$ cat config.mk
export PLATFORM = sky130hd
export DESIGN_NAME = seven_seg_scan_driver_flat
export DESIGN_NICKNAME = d
export VERILOG_FILES = /design/src/rtl/seven_seg_scan_driver_if.sv /design/src/rtl/seven_seg_scan_driver.sv /design/src/flat_wrapper.sv
export SDC_FILE = /design/constraint.sdc
export NUM_CORES = 1
export LEC_CHECK = 0
export ABC_AREA = 1
export CORE_MARGIN = 4
export CORE_UTILIZATION = 51
export DETAILED_ROUTE_END_ITERATION = 6
export GPL_ROUTABILITY_DRIVEN = 0
export PLACE_DENSITY = 0.76
export SYNTH_ARGS = -nofsm -noshare
export SYNTH_HDL_FRONTEND = slang
export SYNTH_SLANG_ARGS = --single-unit
$ cat constraint.sdc
create_clock -name clk -period 2.4 [get_ports clk]
set_clock_uncertainty 0.1 [all_clocks]
set_input_delay 0.48 -clock clk [delete_from_list [all_inputs] [get_ports clk]]
set_output_delay 0.48 -clock clk [all_outputs]
set_load 0.1 [all_outputs]
$ cat src/rtl/seven_seg_scan_driver_if.sv
// Control-side bundle of the seven-segment scan driver: display values, load strobe, frame_done.
// Optional BLINK_EN adds blink_mask to both modports.
`default_nettype none

interface seven_seg_scan_driver_if #(
    parameter int DIGITS = 4
);
    logic [4*DIGITS-1:0] digits;
    logic [DIGITS-1:0]   dp_mask;
    logic                blank_lz;
    logic                load;
    logic                frame_done;
`ifdef BLINK_EN
    logic [DIGITS-1:0]   blink_mask;

    modport master (output digits, dp_mask, blank_lz, load, blink_mask, input frame_done);
    modport slave  (input digits, dp_mask, blank_lz, load, blink_mask, output frame_done);
`else
    modport master (output digits, dp_mask, blank_lz, load, input frame_done);
    modport slave  (input digits, dp_mask, blank_lz, load, output frame_done);
`endif
endinterface

`default_nettype wire

$ cat src/rtl/seven_seg_scan_driver.sv
// seven_seg_scan_driver: multiplexed hex display scanner with guard gap, LZ blanking and tear-free loads.
// Optional feature macro: BLINK_EN (blink_mask input, BLINK_FREQ parameter).
`default_nettype none

module seven_seg_scan_driver #(
    parameter int DIGITS         = 4,
    parameter int CLK_FREQ       = 1000000,
    parameter int SCAN_FREQ      = 250,
    parameter int GUARD          = 2,
    parameter int SEG_ACTIVE_LOW = 1,
    parameter int COM_ACTIVE_LOW = 1
`ifdef BLINK_EN
    ,
    parameter int BLINK_FREQ     = 2
`endif
) (
    input  logic                     clk,
    input  logic                     reset,
    seven_seg_scan_driver_if.slave   bus,
    output logic [DIGITS-1:0]        com,
    output logic [7:0]               seg
);
    localparam int DIV = CLK_FREQ / SCAN_FREQ;
    localparam int PW  = (DIV > 1) ? $clog2(DIV) : 1;
    localparam int IW  = (DIGITS > 1) ? $clog2(DIGITS) : 1;
    localparam logic [PW-1:0]     DIV_M1  = PW'(DIV - 1);
    localparam logic [PW-1:0]     GUARD_V = PW'(GUARD);
    localparam logic [IW-1:0]     IDX_MAX = IW'(DIGITS - 1);
    localparam logic [DIGITS-1:0] COM_OFF = (COM_ACTIVE_LOW != 0) ? {DIGITS{1'b1}} : {DIGITS{1'b0}};
    localparam logic [7:0]        SEG_OFF = (SEG_ACTIVE_LOW != 0) ? 8'hFF : 8'h00;

    logic [PW-1:0]       presc_q, presc_d;
    logic [IW-1:0]       idx_q, idx_d;
    logic [4*DIGITS-1:0] act_dig_q, act_dig_d, pend_dig_q, pend_dig_d;
    logic [DIGITS-1:0]   act_dp_q, act_dp_d, pend_dp_q, pend_dp_d;
    logic                act_blz_q, act_blz_d, pend_blz_q, pend_blz_d;
    logic                pend_flag_q, pend_flag_d;
    logic                frame_done_q, frame_done_d;
    logic [DIGITS-1:0]   com_q, com_d;
    logic [7:0]          seg_q, seg_d;
    logic                tick, wrap;
    logic [DIGITS-1:0]   blank_vec, onehot;
    logic                all_zero;
    logic [3:0]          cur_digit;
    logic [7:0]          seg_lit;
    logic                blink_hide;

    // Segment pattern {g,f,e,d,c,b,a}, lit = 1.
    function automatic logic [6:0] decode(input logic [3:0] h);
        case (h)
            4'h0: decode = 7'h3F;  4'h1: decode = 7'h06;  4'h2: decode = 7'h5B;  4'h3: decode = 7'h4F;
            4'h4: decode = 7'h66;  4'h5: decode = 7'h6D;  4'h6: decode = 7'h7D;  4'h7: decode = 7'h07;
            4'h8: decode = 7'h7F;  4'h9: decode = 7'h6F;  4'hA: decode = 7'h77;  4'hB: decode = 7'h7C;
            4'hC: decode = 7'h39;  4'hD: decode = 7'h5E;  4'hE: decode = 7'h79;  default: decode = 7'h71;
        endcase
    endfunction

    assign tick = (presc_q == DIV_M1);
    assign wrap = tick && (idx_q == IDX_MAX);

`ifdef BLINK_EN
    localparam int BHALF = CLK_FREQ / (2 * BLINK_FREQ);
    localparam int BW    = (BHALF > 1) ? $clog2(BHALF) : 1;
    localparam logic [BW-1:0] BHALF_M1 = BW'(BHALF - 1);

    logic [BW-1:0] blink_cnt_q, blink_cnt_d;
    logic          blink_off_q, blink_off_d;

    always_comb begin
        blink_cnt_d = blink_cnt_q + 1'b1;
        blink_off_d = blink_off_q;
        if (blink_cnt_q == BHALF_M1) begin
            blink_cnt_d = '0;
            blink_off_d = ~blink_off_q;
        end
    end

    always_ff @(posedge clk or negedge reset) begin
        if (!reset) begin
            blink_cnt_q <= '0;
            blink_off_q <= 1'b0;
        end else begin
            blink_cnt_q <= blink_cnt_d;
            blink_off_q <= blink_off_d;
        end
    end

    assign blink_hide = blink_off_d && bus.blink_mask[idx_d];
`else
    assign blink_hide = 1'b0;
`endif

    always_comb begin
        presc_d = tick ? '0 : presc_q + 1'b1;
        idx_d   = idx_q;
        if (tick) idx_d = (idx_q == IDX_MAX) ? '0 : idx_q + 1'b1;

        // Active takes the pending copy at the wrap; a load on that same edge waits one more frame.
        act_dig_d    = act_dig_q;
        act_dp_d     = act_dp_q;
        act_blz_d    = act_blz_q;
        frame_done_d = 1'b0;
        pend_flag_d  = pend_flag_q;
        if (wrap && pend_flag_q) begin
            act_dig_d    = pend_dig_q;
            act_dp_d     = pend_dp_q;
            act_blz_d    = pend_blz_q;
            frame_done_d = 1'b1;
            pend_flag_d  = 1'b0;
        end
        pend_dig_d = pend_dig_q;
        pend_dp_d  = pend_dp_q;
        pend_blz_d = pend_blz_q;
        if (bus.load) begin
            pend_dig_d  = bus.digits;
            pend_dp_d   = bus.dp_mask;
            pend_blz_d  = bus.blank_lz;
            pend_flag_d = 1'b1;
        end

        all_zero = 1'b1;
        for (int i = DIGITS - 1; i >= 0; i--) begin
            all_zero     = all_zero && (act_dig_d[4*i +: 4] == 4'h0);
            blank_vec[i] = act_blz_d && all_zero && (i != 0);
        end

        // Outputs are computed for the next cycle's slot position so they register in step with it.
        onehot         = '0;
        onehot[idx_d]  = 1'b1;
        cur_digit      = act_dig_d[4*idx_d +: 4];
        seg_lit        = {act_dp_d[idx_d], blank_vec[idx_d] ? 7'h00 : decode(cur_digit)};
        com_d          = COM_OFF;
        seg_d          = SEG_OFF;
        if (presc_d >= GUARD_V) begin
            com_d = (COM_ACTIVE_LOW != 0) ? ~onehot : onehot;
            if (!blink_hide) seg_d = (SEG_ACTIVE_LOW != 0) ? ~seg_lit : seg_lit;
        end
    end

    always_ff @(posedge clk or negedge reset) begin
        if (!reset) begin
            presc_q      <= '0;
            idx_q        <= '0;
            act_dig_q    <= '0;
            act_dp_q     <= '0;
            act_blz_q    <= 1'b0;
            pend_dig_q   <= '0;
            pend_dp_q    <= '0;
            pend_blz_q   <= 1'b0;
            pend_flag_q  <= 1'b0;
            frame_done_q <= 1'b0;
            com_q        <= COM_OFF;
            seg_q        <= SEG_OFF;
        end else begin
            presc_q      <= presc_d;
            idx_q        <= idx_d;
            act_dig_q    <= act_dig_d;
            act_dp_q     <= act_dp_d;
            act_blz_q    <= act_blz_d;
            pend_dig_q   <= pend_dig_d;
            pend_dp_q    <= pend_dp_d;
            pend_blz_q   <= pend_blz_d;
            pend_flag_q  <= pend_flag_d;
            frame_done_q <= frame_done_d;
            com_q        <= com_d;
            seg_q        <= seg_d;
        end
    end

    assign bus.frame_done = frame_done_q;
    assign com            = com_q;
    assign seg            = seg_q;

endmodule

`default_nettype wire

$ cat src/flat_wrapper.sv
// flat-port wrapper written by rule: the top's interface ports become plain ports
module seven_seg_scan_driver_flat 
#(
    parameter int DIGITS         = 4,
    parameter int CLK_FREQ       = 1000000,
    parameter int SCAN_FREQ      = 250,
    parameter int GUARD          = 2,
    parameter int SEG_ACTIVE_LOW = 1,
    parameter int COM_ACTIVE_LOW = 1

)
  (clk, reset, com, seg, bus_digits, bus_dp_mask, bus_blank_lz, bus_load, bus_frame_done);
  seven_seg_scan_driver_if #(.DIGITS(DIGITS)) bus_i ();
  input  logic clk;
  input  logic reset;
  output logic [DIGITS-1:0] com;
  output logic [7:0] seg;
  input wire logic [$bits(bus_i.digits)-1:0] bus_digits;
  input wire logic [$bits(bus_i.dp_mask)-1:0] bus_dp_mask;
  input wire logic [$bits(bus_i.blank_lz)-1:0] bus_blank_lz;
  input wire logic [$bits(bus_i.load)-1:0] bus_load;
  output wire logic [$bits(bus_i.frame_done)-1:0] bus_frame_done;
  assign bus_i.digits = bus_digits;
  assign bus_i.dp_mask = bus_dp_mask;
  assign bus_i.blank_lz = bus_blank_lz;
  assign bus_i.load = bus_load;
  assign bus_frame_done = bus_i.frame_done;
  seven_seg_scan_driver #(.DIGITS(DIGITS), .CLK_FREQ(CLK_FREQ), .SCAN_FREQ(SCAN_FREQ), .GUARD(GUARD), .SEG_ACTIVE_LOW(SEG_ACTIVE_LOW), .COM_ACTIVE_LOW(COM_ACTIVE_LOW)) u_core (.clk(clk), .reset(reset), .bus(bus_i), .com(com), .seg(seg));
endmodule
==> metrics.csv, run 1 <==
stage,metric,value,unit
routing,dr.first_iter.drc_count,178,
routing,detailedRoute.firstPassIterationCount,5,
die,die-width,92.5,µm
die,core_area,0.00687,mm²
clock_tree,cts_htree_levels,3,
clock_tree,worst_setup_hold_path_clk_slew,0.08,ns
cells_and_area,layout.cells.most_common,nand2_1,
status,violations,setup timing,
clock_tree,tritoncts_buffers,9,
routing,ant_nets,0,
clock_tree,tritoncts,done,
yosys,synth_seq_cells,70,
die,design.portCount,37,
clock_tree,clock_sinks,70,
critical_path,setup.worst_path.start_class,flip-flop,
yosys,average_cell_area_after_synthesis,7.91,µm²
routing,routed_wl,8810,µm
cells_and_area,post_route_cells_drive_above_1_share,0.351,
die,floorplan.rows,30,
sta,setup_viol,7,
power_and_ir_drop,irDropWorstVdd,0.390,mV
power_and_ir_drop,power_per_cell_area,467,mW/mm²
yosys,synth.cell_area,0.00364,mm²
critical_path,required_time_worst_endpoint,2.58,ns
sta,hold_ws,0.0303,ns
critical_path,crit_path_end_kind,flip-flop,
global_routing,grt_use_total,0.200,
placed_design,detailed_place.area,0.00425,mm²
cells_and_area,layout.cells.most_common_list,"nand2_1 (103), inv_1 (76), dfrtp_1 (58)",
critical_path,slack_of_the_worst_reg_to_reg_path,-0.13,ns
global_routing,antenna_found_initial,0,
placed_design,dp_slack,-0.0545,ns
critical_path,timing.critical_path.fanout_max,6,
power_and_ir_drop,leakagePower,2.62,nW
routing,routedWlPerCell,13.7,µm
routing,via_per_inst,4.96,
cells_and_area,fin_area,0.00486,mm²
global_routing,wire_length_of_the_first_global_routing_pass,13500,µm
sta,fmax,0.396,GHz
global_routing,gr-total-overflow,0,
job,timing.max_cap.violations,0,
cells_and_area,final_cell_count_without_fillers,643,
yosys,synthCells,460,
cells_and_area,area_growth,33.6,%
sta,period_needed,2.53,ns
cells_and_area,antennaDiodeCount,0,
sta,worst_slew_pin_slew,0.362,ns
cells_and_area,layout.core_utilization,0.707,
placed_design,portBuffers,36,
power_and_ir_drop,totalPowerFinal,2.27,mW
die,chipHeight,92.5,µm
yosys,synth.yosys.seq_area_share,0.486,
sta,final-hold-violation-count,0,
yosys,netlist-cell-type-count,28,
clock_tree,insertion_delay,0.36,ns
sta,final_setup_slack_of_the_worst_path,-0.126,ns
clock_tree,cts.root.buffer_cell,clkbuf_8,
critical_path,timing.setup.critical_path_class,flip-flop to flip-flop,
sta,layout_worst_path_cycle_share,1.05,
critical_path,cp_data_arrival_time,2.70,ns
clock_tree,cts_max_path_buffers,2,
die,die_area,0.00855,mm²
global_routing,first_global_vias,3020,
yosys,syn-num-nets,492,
min_path,timing.hold.worst.class,primary input to asynchronous set/reset pin,
placed_design,post-place-cells,610,
sta,fin_tns_setup,-0.630,ns
sta,timing_max_transition_violations_final,0,
sta,rsz0062_at_grt,true,
status,run_status,"finished, violations left",
critical_path,worst_r2r_path_depth,16,
placed_design,place.detailed.hpwl,5800,µm
cells_and_area,fin_nets,574,
die,floorplan.initialDensity,0.530,
routing,route.vias.total,3191,
global_routing,grt_start_max_net_pins,71,
routing,remaining_drc_errors,0,
sta,slew_headroom,0.758,
yosys,yosys_warnings,0,
==> flip-flops by register name (all words and copies together) (netlist names) <==
name / flops
u_core.act_blz_q: 1
u_core.act_dp_q: 4
u_core.pend_flag_q: 1
u_core.idx_q: 2
u_core.bus.frame_done: 1
u_core.presc_q: 12
u_core.com: 4
u_core.pend_dp_q: 4
u_core.pend_blz_q: 1
u_core.pend_dig_q: 16
u_core.seg: 8
u_core.act_dig_q: 16
==> synthesized netlist by cell type <==
cell / count / area share
nand3_4: 1 / 0.0048
o21ai_2: 3 / 0.0072
nor2_2: 3 / 0.0052
dfrtp_1: 58 / 0.40
ha_1: 8 / 0.028
nand3_2: 2 / 0.0055
inv_1: 81 / 0.084
inv_2: 6 / 0.0062
nor2_1: 38 / 0.039
o21ai_1: 3 / 0.0041
inv_4: 1 / 0.0017
clkbuf_1: 8 / 0.0083
nand3_1: 33 / 0.045
nand2_4: 2 / 0.0062
o21ai_0: 24 / 0.033
nor2_8: 3 / 0.017
nand4_1: 16 / 0.028
nand2_1: 130 / 0.13
buf_6: 2 / 0.0062
or2_2: 2 / 0.0034
a22oi_1: 1 / 0.0021
o21bai_1: 1 / 0.0021
buf_2: 1 / 0.0014
mux2_2: 3 / 0.0093
nand2_2: 12 / 0.021
nor3_1: 3 / 0.0041
nor2_4: 3 / 0.0093
dfstp_2: 12 / 0.087
==> worst paths after layout <==
path                                                  start                          end
worst max-delay path            u_core.presc_q[1]$_DFF_PN0_      u_core.seg[3]$_DFF_PN1_
worst min-delay path                                  reset  u_core.presc_q[9]$_DFF_PN0_
worst max register to register  u_core.presc_q[1]$_DFF_PN0_      u_core.seg[3]$_DFF_PN1_
worst min register to register   u_core.act_blz_q$_DFF_PN0_   u_core.act_blz_q$_DFF_PN0_
max in group asynchronous                             reset      u_core.seg[7]$_DFF_PN1_
min in group clk                 u_core.act_blz_q$_DFF_PN0_   u_core.act_blz_q$_DFF_PN0_
==> routing by layer <==
layer,GRT usage,vias to the layer above,routed length [µm]
met4,0.0879,0,205
li1,-,1574,-
met3,0.0431,16,493
met5,0,-,0
met1,0.264,1508,3840
met2,0.316,93,4270
==> power by group <==
| part | switching, mW | total, mW | internal (mW) |
|---|---|---|---|
| clock | 0.454 | 0.932 | 0.478 |
| combinational | 0.0615 | 0.115 | 0.0540 |
| sequential | 0.0102 | 1.22 | 1.21 |
| total | 0.526 | 2.27 | 1.74 |
==> logic make-up (layout without fill, tap and decap cells) <==
group	count (synthesis)	after routing	share of synthesized area
and+or+nand+nor	248	249	0.322
buffers and inverters	99	185	0.107
DFF	70	70	0.486
AOI/OAI and AO/OA	32	32	0.0485
adders and majority gates	8	8	0.0275
muxes	3	3	0.00928
==> final cells by class <==
| type | count | area [µm²] |
|---|---|---|
| fill | 495 | 2010 |
| sequential | 70 | 1770 |
| multi-input combinational | 292 | 1760 |
| timing repair buffer | 81 | 692 |
| inverter | 88 | 333 |
| clock buffer | 10 | 128 |
| tap | 96 | 120 |
| clock inverter | 6 | 62.6 |
==> worst max-delay path, cell delays in order, from the launching register on <==
cell and delay (ns):
dfrtp_1 0.36, ha_2 0.21, nand2_4 0.07, nor2_8 0.15, nand2_4 0.08, nor2_8 0.17
buf_6 0.13, nand4_1 0.08, nand2_2 0.12, nor2_2 0.04, nor2_1 0.16, nand3_2 0.22
ha_4 0.22, inv_2 0.06, nand2_2 0.09, nand3_2 0.11, nand3_2 0.07
==> repair_timing <==
action / in CTS / in global routing
pin swaps: 3 / 37
gates resized for setup: 10 / 69
setup buffers: 6 / 11
gates cloned: 0 / 1
endpoints found under the setup margin: 6 / 12
hold buffers: 0 / 0
(Power assumes the default switching activity.)
==> run 2, diff against run 1 <==
--- a/config.mk
+++ b/config.mk
@@ -7,10 +7,11 @@
 export LEC_CHECK = 0
 export ABC_AREA = 1
 export CORE_MARGIN = 4
-export CORE_UTILIZATION = 51
+export CORE_UTILIZATION = 53
+export CTS_BUF_LIST = sky130_fd_sc_hd__clkbuf_8
 export DETAILED_ROUTE_END_ITERATION = 6
 export GPL_ROUTABILITY_DRIVEN = 0
-export PLACE_DENSITY = 0.76
+export PLACE_DENSITY = 0.78
 export SYNTH_ARGS = -nofsm -noshare
 export SYNTH_HDL_FRONTEND = slang
 export SYNTH_SLANG_ARGS = --single-unit
==> constraint.sdc (replaced) <==
create_clock -name clk -period 2.4 [get_ports clk]
set_clock_uncertainty 0.1 [all_clocks]
set_input_delay 0.48 -clock clk [delete_from_list [all_inputs] [get_ports clk]]
set_output_delay 0.48 -clock clk [all_outputs]
set_load 0.01 [all_outputs]
==> run 2 against run 1 <==
Largest cell class is now multi-input combinational cells. Final cell count down 2.8%. The flow still finishes with violations (setup timing). Die area shrank 3.5%. Critical path depth is 4 lower.
==> metrics.csv, run 2 (same netlist as run 1, synthesis figures left out) <==
stage,metric,value,unit
power_and_ir_drop,leakagePower,2.61,nW
critical_path,critical_path.slowest_cell,dfrtp_1,
clock_tree,cts_max_path_buffers,2,
power_and_ir_drop,combinationalPowerShare,0.054,
routing,dr.first_iter.drc_count,331,
cells_and_area,ff_latch_area,0.00177,mm²
die,design.portCount,37,
cells_and_area,layout.cells.most_common_list,"nand2_1 (96), inv_1 (71), dfrtp_1 (58)",
status,violations,setup timing,
critical_path,worst_r2r_startpoint,u_core.idx_q[0]$_DFF_PN0_,
critical_path,cp-startpoint,u_core.idx_q[0]$_DFF_PN0_,
critical_path,critPathCapture,u_core.seg[3]$_DFF_PN1_,
global_routing,gr-total-overflow,0,
critical_path,critical_path.max_stage_delay,0.47,ns
sta,timing_max_transition_violations_final,0,
sta,final-hold-violation-count,0,
clock_tree,insertion_delay,0.35,ns
placed_design,portBuffers,36,
cells_and_area,post_route_cells_drive_above_1_share,0.345,
sta,worst_slew_pin_slew,0.374,ns
critical_path,timing.critical_path.fanout_max,8,
sta,rsz0062_at_grt,true,
power_and_ir_drop,totalPowerFinal,2.19,mW
routing,route.vias.total,3479,
sta,layout_worst_path_cycle_share,1.09,
cells_and_area,layout.cells.most_common,nand2_1,
critical_path,critical_path.cell_chain,"ha_2, nor2_2, inv_1, o21ai_4, nand2_1, buf_4, nor2_1, nor2_1, nand2_2, nand2_4, nand3_2, nand3_2",
global_routing,first_global_vias,3090,
critical_path,setup.worst_path.start_class,flip-flop,
clock_tree,worst_setup_hold_path_clk_slew,0.08,ns
critical_path,timing.rr.end,u_core.seg[3]$_DFF_PN1_,
power_and_ir_drop,seq_power_share,0.559,
clock_tree,tritoncts,done,
die,chipHeight,90.9,µm
sta,fin_tns_setup,-1.29,ns
status,run_status,"finished, violations left",
clock_tree,cts_htree_levels,3,
cells_and_area,final_cell_count_without_fillers,625,
job,timing.max_cap.violations,0,
global_routing,grt_use_total,0.209,
cells_and_area,biggest_registers_after_layout,"u_core.act_dig_q (16), u_core.pend_dig_q (16), u_core.presc_q (12)",
cells_and_area,multi_input_area,0.00186,mm²
sta,fmax,0.382,GHz
global_routing,wire_length_of_the_first_global_routing_pass,13800,µm
placed_design,place.detailed.hpwl,5840,µm
critical_path,worst_r2r_path_depth,12,
power_and_ir_drop,power_frac_clock,0.387,
cells_and_area,fin_area,0.00496,mm²
power_and_ir_drop,power.switching_fraction,0.250,
placed_design,post-place-cells,591,
critical_path,timing.setup.critical_path_class,flip-flop to flip-flop,
routing,detailedRoute.firstPassIterationCount,5,
global_routing,grt_start_max_net_pins,71,
die,floorplan.initialDensity,0.560,
power_and_ir_drop,power_per_cell_area,441,mW/mm²
cells_and_area,area_growth,36.2,%
die,die_area,0.00825,mm²
die,floorplan.rows,29,
critical_path,required_time_worst_endpoint,2.58,ns
power_and_ir_drop,cellInternalPower,1.64,mW
cells_and_area,fin_nets,575,
cells_and_area,layout.core_utilization,0.763,
power_and_ir_drop,irDropWorstVdd,0.391,mV
power_and_ir_drop,netSwitchingPower,0.547,mW
global_routing,antenna_found_initial,0,
critical_path,cp_data_arrival_time,2.80,ns
sta,final_setup_slack_of_the_worst_path,-0.220,ns
clock_tree,clock_sinks,70,
routing,via_per_inst,5.57,
placed_design,detailed_place.area,0.00426,mm²
routing,remaining_drc_errors,0,
sta,slew_headroom,0.751,
routing,ant_nets,0,
clock_tree,tritoncts_buffers,9,
min_path,timing.hold.worst.class,primary input to asynchronous set/reset pin,
die,die-width,90.9,µm
critical_path,crit_path_end_kind,flip-flop,
routing,routed_wl,10300,µm
cells_and_area,fill_cells,418,
sta,period_needed,2.62,ns
routing,routedWlPerCell,16.5,µm
critical_path,slack_of_the_worst_reg_to_reg_path,-0.22,ns
sta,setup_viol,7,
die,core_area,0.00649,mm²
cells_and_area,antennaDiodeCount,0,
clock_tree,cts.root.buffer_cell,clkbuf_8,
==> run 2: worst min path at each step <==
stage / startpoint / endpoint / slack (ns) / cells past startpoint
floorplan: reset / u_core.act_blz_q$_DFF_PN0_ / 0.08 / 0
global placement: u_core.act_blz_q$_DFF_PN0_ / u_core.act_blz_q$_DFF_PN0_ / 0.36 / 2
detailed placement: u_core.act_blz_q$_DFF_PN0_ / u_core.act_blz_q$_DFF_PN0_ / 0.38 / 2
CTS: reset / u_core.presc_q[11]$_DFF_PN0_ / 0.05 / 2
global route: reset / u_core.presc_q[11]$_DFF_PN0_ / 0.03 / 2
finish: reset / u_core.presc_q[8]$_DFF_PN0_ / 0.02 / 2
==> run 2: what timing repair did <==
item | 4_1_cts | 5_1_grt
buffers inserted | 8 | 7
cloned | 1 | 2
hold buffers | 0 | 0
pin swaps | 7 | 42
gates resized for setup | 10 | 89
endpoints found under the hold margin | 0 | 0
endpoints found under the setup margin | 7 | 12
==> run 2: routing by layer <==
metal / wire [µm] / global-route usage
met5: 0 / 0
met2: 5070 / 0.350
met4: 542 / 0.0829
met1: 4010 / 0.260
met3: 714 / 0.0483
==> run 2: through the flow <==
| step | hold WS (ns) | worst slack [ns] |
|---|---|---|
| 2_1_floorplan | 0.0844 | 0.0799 |
| 3_3_place_gp | 0.360 | 0.0138 |
| 3_5_place_dp | 0.378 | -0.124 |
| 4_1_cts | 0.0543 | -0.00140 |
| 5_1_grt | 0.0305 | -0.200 |
| 6_report | 0.0178 | -0.220 |
==> run 2: final cells by class <==
class | count | share of cell area
Multi-Input combinational cell | 294 | 0.376
Clock inverter | 7 | 0.00959
Sequential cell | 70 | 0.356
Inverter | 88 | 0.0677
Tap cell | 77 | 0.0194
Clock buffer | 9 | 0.0250
Timing Repair Buffer | 80 | 0.146
==> run 2: power groups by stage <==
stage	registers (mW)	logic, mW	clock network (mW)
3_5_place_dp	1.24	0.120	0
6_report	1.22	0.118	0.847
4_1_cts	1.22	0.121	0.859
2_1_floorplan	1.24	0.0402	0
3_3_place_gp	1.24	0.115	0
5_1_grt	1.23	0.135	0.925
==> run 2: worst max-delay path, delay by kind of cell (launching register included) <==
| kind | cells | cell delay [ns] |
|---|---|---|
| AO/OA/AOI/OAI | 1 | 0.25 |
| adder cells (fa/ha/maj) | 1 | 0.30 |
| buffers and inverters | 2 | 0.28 |
| flip-flops | 1 | 0.47 |
| AND/OR/NAND/NOR | 8 | 1.14 |
